===== config.mk =====
export PLATFORM = sky130hd
export DESIGN_NAME = uart_rx_fifo
export DESIGN_NICKNAME = d
export VERILOG_FILES = /design/src/rtl/uart_pkg.sv /design/src/rtl/fifo.sv /design/src/rtl/uart_receiver.sv /design/src/rtl/uart_rx_fifo.sv
export SDC_FILE = /design/constraint.sdc
export NUM_CORES = 1
export LEC_CHECK = 0
export ABC_AREA = 1
export BUFFER_PORTS_ARGS = -buffer_cell sky130_fd_sc_hd__buf_2
export CORE_AREA = 2 2 177 136
export CTS_CLUSTER_SIZE = 20
export DETAILED_ROUTE_END_ITERATION = 7
export DIE_AREA = 0 0 179 138
export HOLD_SLACK_MARGIN = 0.15
export MAX_ROUTING_LAYER = met4
export RECOVER_POWER = 100
export SLEW_MARGIN = 0
export SYNTH_ARGS = -nofsm -noshare
export SYNTH_HDL_FRONTEND = slang
export SYNTH_HIERARCHICAL = 1
export SYNTH_SLANG_ARGS = --single-unit

===== constraint.sdc =====
create_clock -name clk -period 2.3 [get_ports clk]
set_input_delay 0.115 -clock clk [delete_from_list [all_inputs] [get_ports clk]]
set_output_delay 0.115 -clock clk [all_outputs]
set_load 0.1 [all_outputs]

===== src/rtl/uart_pkg.sv =====
// Shared definitions for the UART receive path: FSM encoding and bit-timing defaults.
package uart_pkg;

    typedef enum logic [1:0] {
        IDLE  = 2'd0,
        START = 2'd1,
        DATA  = 2'd2,
        STOP  = 2'd3
    } rx_state_t;

    localparam int TIMER_DEFAULT = 434;

    // Mid-bit offset used to land the start-bit sample in the centre of the bit.
    function automatic int half_period(input int timer);
        return timer / 2;
    endfunction

endpackage


===== src/rtl/fifo.sv =====
// Show-ahead synchronous FIFO, B bits wide and 2**W words deep.
module fifo #(
    parameter int B = 8,
    parameter int W = 4
) (
    input  logic         clk,
    input  logic         reset,
    input  logic         rd,
    input  logic         wr,
    input  logic [B-1:0] w_data,
    output logic [B-1:0] r_data,
    output logic         empty,
    output logic         full
);

    logic [B-1:0] mem [2**W];
    logic [W:0]   w_ptr;
    logic [W:0]   r_ptr;
    logic         do_wr;
    logic         do_rd;

    assign do_wr = wr & ~full;
    assign do_rd = rd & ~empty;

    // NOTE: the storage array is deliberately not reset so it can map onto RAM;
    // only the pointers are reset, and r_data is masked to zero while empty.
    always_ff @(posedge clk) begin
        if (do_wr)
            mem[w_ptr[W-1:0]] <= w_data;
    end

    always_ff @(posedge clk) begin
        if (reset) begin
            w_ptr <= '0;
            r_ptr <= '0;
        end else begin
            if (do_wr)
                w_ptr <= w_ptr + (W+1)'(1);
            if (do_rd)
                r_ptr <= r_ptr + (W+1)'(1);
        end
    end

    // The extra pointer bit tells a full ring from an empty one.
    assign empty  = (w_ptr == r_ptr);
    assign full   = (w_ptr[W] != r_ptr[W]) && (w_ptr[W-1:0] == r_ptr[W-1:0]);
    assign r_data = empty ? '0 : mem[r_ptr[W-1:0]];

endmodule


===== src/rtl/uart_receiver.sv =====
// Frame deserializer: synchronizer, start detect, mid-bit sampling, stop/parity checks.
// Parity checking is compiled in only when UART_RX_PARITY_CHECK_EN is defined and P=1.
module uart_receiver
    import uart_pkg::*;
#(
    parameter int P     = 0,
    parameter int s     = 1,
    parameter int TIMER = TIMER_DEFAULT
) (
    input  logic           clk,
    input  logic           reset,
    input  logic           rdi,
    output logic           done,
    output logic [8+P-1:0] word,
    output logic           ferr_set,
    output logic           perr_set
);

    localparam int NB = 8 + P;
    localparam int TW = $clog2(TIMER);
    localparam logic [TW-1:0] FULL_LOAD = TW'(TIMER - 1);
    localparam logic [TW-1:0] HALF_LOAD = TW'(half_period(TIMER) - 1);

    rx_state_t       state, state_next;
    logic [TW-1:0]   timer, timer_next;
    logic [3:0]      cnt, cnt_next;
    logic [NB-1:0]   shreg, shreg_next;
    logic            sync1, sync2, sync_prev;
    logic [1:0]      live;
    logic            armed;
    logic            start_edge;
    logic            tick;

    // live[1] marks that sync2 now carries a real sample rather than its preset;
    // armed then waits for a genuine high so a line held low over reset is ignored.
    // NOTE: sequential state uses non-blocking assignments so every flop samples
    // pre-edge values regardless of statement order.
    always_ff @(posedge clk) begin
        if (reset) begin
            sync1     <= 1'b1;
            sync2     <= 1'b1;
            sync_prev <= 1'b1;
            live      <= 2'b00;
            armed     <= 1'b0;
            state     <= IDLE;
            timer     <= '0;
            cnt       <= '0;
            shreg     <= '0;
        end else begin
            sync1     <= rdi;
            sync2     <= sync1;
            sync_prev <= sync2;
            live      <= {live[0], 1'b1};
            armed     <= armed | (live[1] & sync2);
            state     <= state_next;
            timer     <= timer_next;
            cnt       <= cnt_next;
            shreg     <= shreg_next;
        end
    end

    assign start_edge = armed & sync_prev & ~sync2;
    assign tick       = (timer == '0);

    // NOTE: every output of this block gets a default first, so no path leaves a
    // signal unassigned and no latch is inferred.
    always_comb begin
        state_next = state;
        timer_next = tick ? timer : timer - TW'(1);
        cnt_next   = cnt;
        shreg_next = shreg;
        done       = 1'b0;
        ferr_set   = 1'b0;
        unique case (state)
            IDLE: begin
                timer_next = timer;
                if (start_edge) begin
                    state_next = START;
                    timer_next = HALF_LOAD;
                end
            end
            START: begin
                if (tick) begin
                    if (!sync2) begin
                        state_next = DATA;
                        timer_next = FULL_LOAD;
                        cnt_next   = '0;
                    end else begin
                        state_next = IDLE;
                    end
                end
            end
            DATA: begin
                if (tick) begin
                    shreg_next = {sync2, shreg[NB-1:1]};
                    timer_next = FULL_LOAD;
                    if (cnt == 4'(NB - 1)) begin
                        state_next = STOP;
                        cnt_next   = '0;
                    end else begin
                        cnt_next = cnt + 4'd1;
                    end
                end
            end
            STOP: begin
                if (tick) begin
                    ferr_set   = ~sync2;
                    timer_next = FULL_LOAD;
                    if (cnt == 4'(s - 1)) begin
                        done       = 1'b1;
                        state_next = IDLE;
                    end else begin
                        cnt_next = cnt + 4'd1;
                    end
                end
            end
            default: state_next = IDLE;
        endcase
    end

    assign word = shreg;

`ifdef UART_RX_PARITY_CHECK_EN
    generate
        if (P == 1) begin : g_parity
            // Even parity: the XOR over data plus parity bit must be zero.
            assign perr_set = done & (^shreg);
        end else begin : g_no_parity
            assign perr_set = 1'b0;
        end
    endgenerate
`else
    assign perr_set = 1'b0;
`endif

endmodule


===== src/rtl/uart_rx_fifo.sv =====
// UART receive path: deserializer feeding a show-ahead FIFO, plus sticky error flags.
// Optional parity checking is enabled by UART_RX_PARITY_CHECK_EN.
module uart_rx_fifo
    import uart_pkg::*;
#(
    parameter int P     = 0,
    parameter int W     = 4,
    parameter int s     = 1,
    parameter int TIMER = TIMER_DEFAULT
) (
    input  logic           clk,
    input  logic           reset,
    input  logic           rdi,
    input  logic           rd,
    input  logic           clr_err,
    output logic [8+P-1:0] r_data,
    output logic           empty,
    output logic           full,
    output logic           rx_tick,
    output logic           ferr,
    output logic           perr,
    output logic           oerr
);

    logic           done;
    logic [8+P-1:0] word;
    logic           ferr_set;
    logic           perr_set;
    logic           wr;

    uart_receiver #(
        .P     (P),
        .s     (s),
        .TIMER (TIMER)
    ) u_receiver (
        .clk      (clk),
        .reset    (reset),
        .rdi      (rdi),
        .done     (done),
        .word     (word),
        .ferr_set (ferr_set),
        .perr_set (perr_set)
    );

    // A frame finishing against a full FIFO is dropped even if rd frees a slot
    // in the same cycle.
    assign wr = done & ~full;

    fifo #(
        .B (8 + P),
        .W (W)
    ) u_fifo (
        .clk    (clk),
        .reset  (reset),
        .rd     (rd),
        .wr     (wr),
        .w_data (word),
        .r_data (r_data),
        .empty  (empty),
        .full   (full)
    );

    // Set events take priority over clr_err.
    always_ff @(posedge clk) begin
        if (reset) begin
            rx_tick <= 1'b0;
            ferr    <= 1'b0;
            perr    <= 1'b0;
            oerr    <= 1'b0;
        end else begin
            rx_tick <= done;
            ferr    <= ferr_set | (ferr & ~clr_err);
            perr    <= perr_set | (perr & ~clr_err);
            oerr    <= (done & full) | (oerr & ~clr_err);
        end
    end

endmodule


==> results.cfg <==
[sta]
hold_ws_ns = 0.406
skew_ns = 0.0121
maxSlewHeadroom_pct = 21.5
slew_viol_final = 0
rsz0062_at_grt = false
worst_slack_ns = 0.138
finalHoldViolCount = 0
finalSetupViolCount = 0
tightest_slew_ns = 1.18
period_minus_slack_ns = 2.16
post-route-period-util_pct = 94.0
timing.fmax_mhz = 462

[route]
drt_iter0_markers = 517
final_antenna_net_count = 0
post_drt_via_cell_ratio = 4.68
drc_errors = 0
dr_total_vias = 5660
routedWlPerCell_um = 14.9
wl_um = 18000
dr.pass1.iters = 4

[clocking]
htreeDepth = 4
cts_sinks = 175
cts_tree = yes
worstSkewPairLatency_ns = 0.43
clk_pin_slew_ns = 0.07
clk_path_buf_depth = 2
postCtsSetupRepairBufs = 0
cts_root_buf = clkbuf_16
cts_buffers = 17

[global_routing]
antenna_found_initial = 0
grt.overflow.total = 0
grt_pass1_vias = 5170
grt_max_degree = 36
grt_use_total_pct = 15.5
grt_pass1_wl_um = 28300

[yosys]
yosys.area.top_type = edfxtp_1
syn-cell-area_um2 = 7900
syn_nets = 871
synth_compound_area_share_pct = 4.56
yosys-top-cells-count = 275 x nand2_1, 128 x edfxtp_1, 90 x inv_1
synth_top_family_by_area = simple AND/OR/NAND/NOR gates
yosys-mux-area-fraction_pct = 0
yosys.area_share.simple_pct = 25.4
synth_xor_area_share_pct = 0.538
ys_warn_count = 6
synthesis.instances = 857
synthAdderAreaFrac_pct = 1.43
synth_async_sr_flop_share_pct = 0
ys_types = 39
synth_seq_cells = 175
ys.flop_type = edfxtp_1
ys_top_cells_by_area = edfxtp_1 49%, nand2_1 13%, dfxtp_1 12%
synth_edf_count = 128
ys_seq_area_share_pct = 60.6
synth_top_area_share_pct = 48.6
yosys.cell_count.top_type = nand2_1
syn_area_per_cell_um2 = 9.22

[place]
place_ws_ns = 0.0948
hpwl_um = 12100
dp.cells = 1173
globalplace.congestion = 0.804
io_buffers = 18

[floorplanning]
io_pins = 19
die_area_um2 = 24700
start_util_pct = 34.0
core_um2 = 23200
die_w_um = 179
die_height_um = 138
row_count = 49

[layout]
fin_nets = 905
fin_cells = 1210
drive_above_1_share_pct = 15.4
area_growth_pct = 18.8
n_antenna_cell = 0
final_core_util_pct = 40.4

[power_and_ir_drop]
p_per_area_nw_per_um2 = 793
leakagePower_uw = 0.00373
power.total_uw = 7440
peakVddDrop_mv = 0.556

[setup_path]
cpMostUsedCell = nor2_4
cp_slowest_stage_delay_ns = 0.34
worstSetupEndpointType = flop
r2r-start = u_receiver/cnt[0]
worstSetupPathType = reg2reg
start_kind = flop
cp-startpoint = u_receiver/cnt[0]
path_cells = inv_1 > ha_1 > nand2_1 > nor2_2 > nand3_2 > nor2_4 > inv_1 > nor2_4 > nand2_2 > inv_6 > nand2_4 > nor2_4
cp_data_required_time_ns = 2.41
path_max_fanout = 8
path_buf_inv = 3
crit_family = simple AND/OR/NAND/NOR gates
slowest_stage = dfxtp_1
crit_arrival_ns = 2.27

[hold_path]
holdCritStartpoint = rdi
min_path_type = in2reg

[run]
cap_viol_max_count = 0

[outcome]
status = completed
==> power breakdown <==
group / internal [µW] / switching (µW) / leakage [µW]
clock network: 1660 / 1330 / 0.000296
registers: 3400 / 45.1 / 0.00157
logic: 341 / 676 / 0.00187
==> routing by layer <==
metal | vias up | track usage, % | wire, µm
li1 | 2850 | - | -
met1 | 2650 | 23.7 | 9520
met2 | 146 | 20.6 | 7400
met3 | 14 | 3.25 | 953
met4 | 0 | 4.28 | 165
met5 | - | - | 0
==> registers in the layout, summed over array words and instances (netlist names), named ones only <==
register	flops
u_receiver/sync1	1
u_receiver/state	1
ferr	1
u_receiver/timer	9
u_receiver/live	2
u_receiver/sync2	1
u_receiver/word	8
u_fifo/mem	128
u_receiver/sync_prev	1
u_receiver/cnt	4
perr	1
u_fifo/w_ptr	5
u_fifo/r_ptr	5
rx_tick	1
u_receiver/armed	1
oerr	1
==> final timing paths <==
| kind | endpoint | cells after the start | slack, ns |
|---|---|---|---|
| setup / recovery | u_fifo/mem[10][4] | 12 | 0.14 |
| hold / removal | u_receiver/sync1 | 3 | 0.41 |
| setup reg to reg | u_fifo/mem[10][4] | 12 | 0.14 |
| hold reg to reg | u_receiver/live[1] | 2 | 0.41 |
==> metrics by stage <==
stage	instance area [µm²]	TNS, ns
finish	9390	0
global placement	8690	0
global route	9390	0
detailed placement	8690	0
floorplan	8070	-13.44
CTS	9360	0
==> layout by cell type (no fill, tap or decap), types with 7 or more instances in the layout <==
master	netlist	layout
edfxtp_1	128	128
inv_1	90	87
nor2_1	77	51
inv_6	1	7
buf_12	0	10
inv_2	13	14
nand3_1	86	85
nor2_2	2	10
a21oi_1	35	35
o21ai_0	15	15
dfxtp_1	47	44
buf_4	5	13
clkbuf_16	0	17
nor2_4	5	23
ha_1	9	9
nand2_1	275	270
clkbuf_1	6	12
==> repair_timing <==
action	in CTS	in global routing
hold buffers	5	0
endpoints found under the hold margin	23	0
setup endpoints to repair	0	136
gates resized for setup	0	16
==> worst min-delay path: cells and delay by family <==
kind,cells,cell delay (ns)
buffers and inverters,2,0.61
and+or+nand+nor,1,0.08
==> cell type report <==
class / instances / area (µm²)
repair buffers: 47 / 443
fillers: 2229 / 13900
well taps: 306 / 383
clock inverters: 15 / 189
flip-flops and latches: 175 / 4790
clock buffers: 17 / 425
inverters: 106 / 414
multi-input cells: 544 / 2740
==> cells by family after synthesis <==
family / count (synthesis)
AO/OA/AOI/OAI: 66
XOR/XNOR: 4
adder cells (fa/ha/maj): 9
buffers and inverters: 138
flip-flops: 175
other: 1
AND/OR/NAND/NOR: 464
Power figures use the tool's default switching activity.
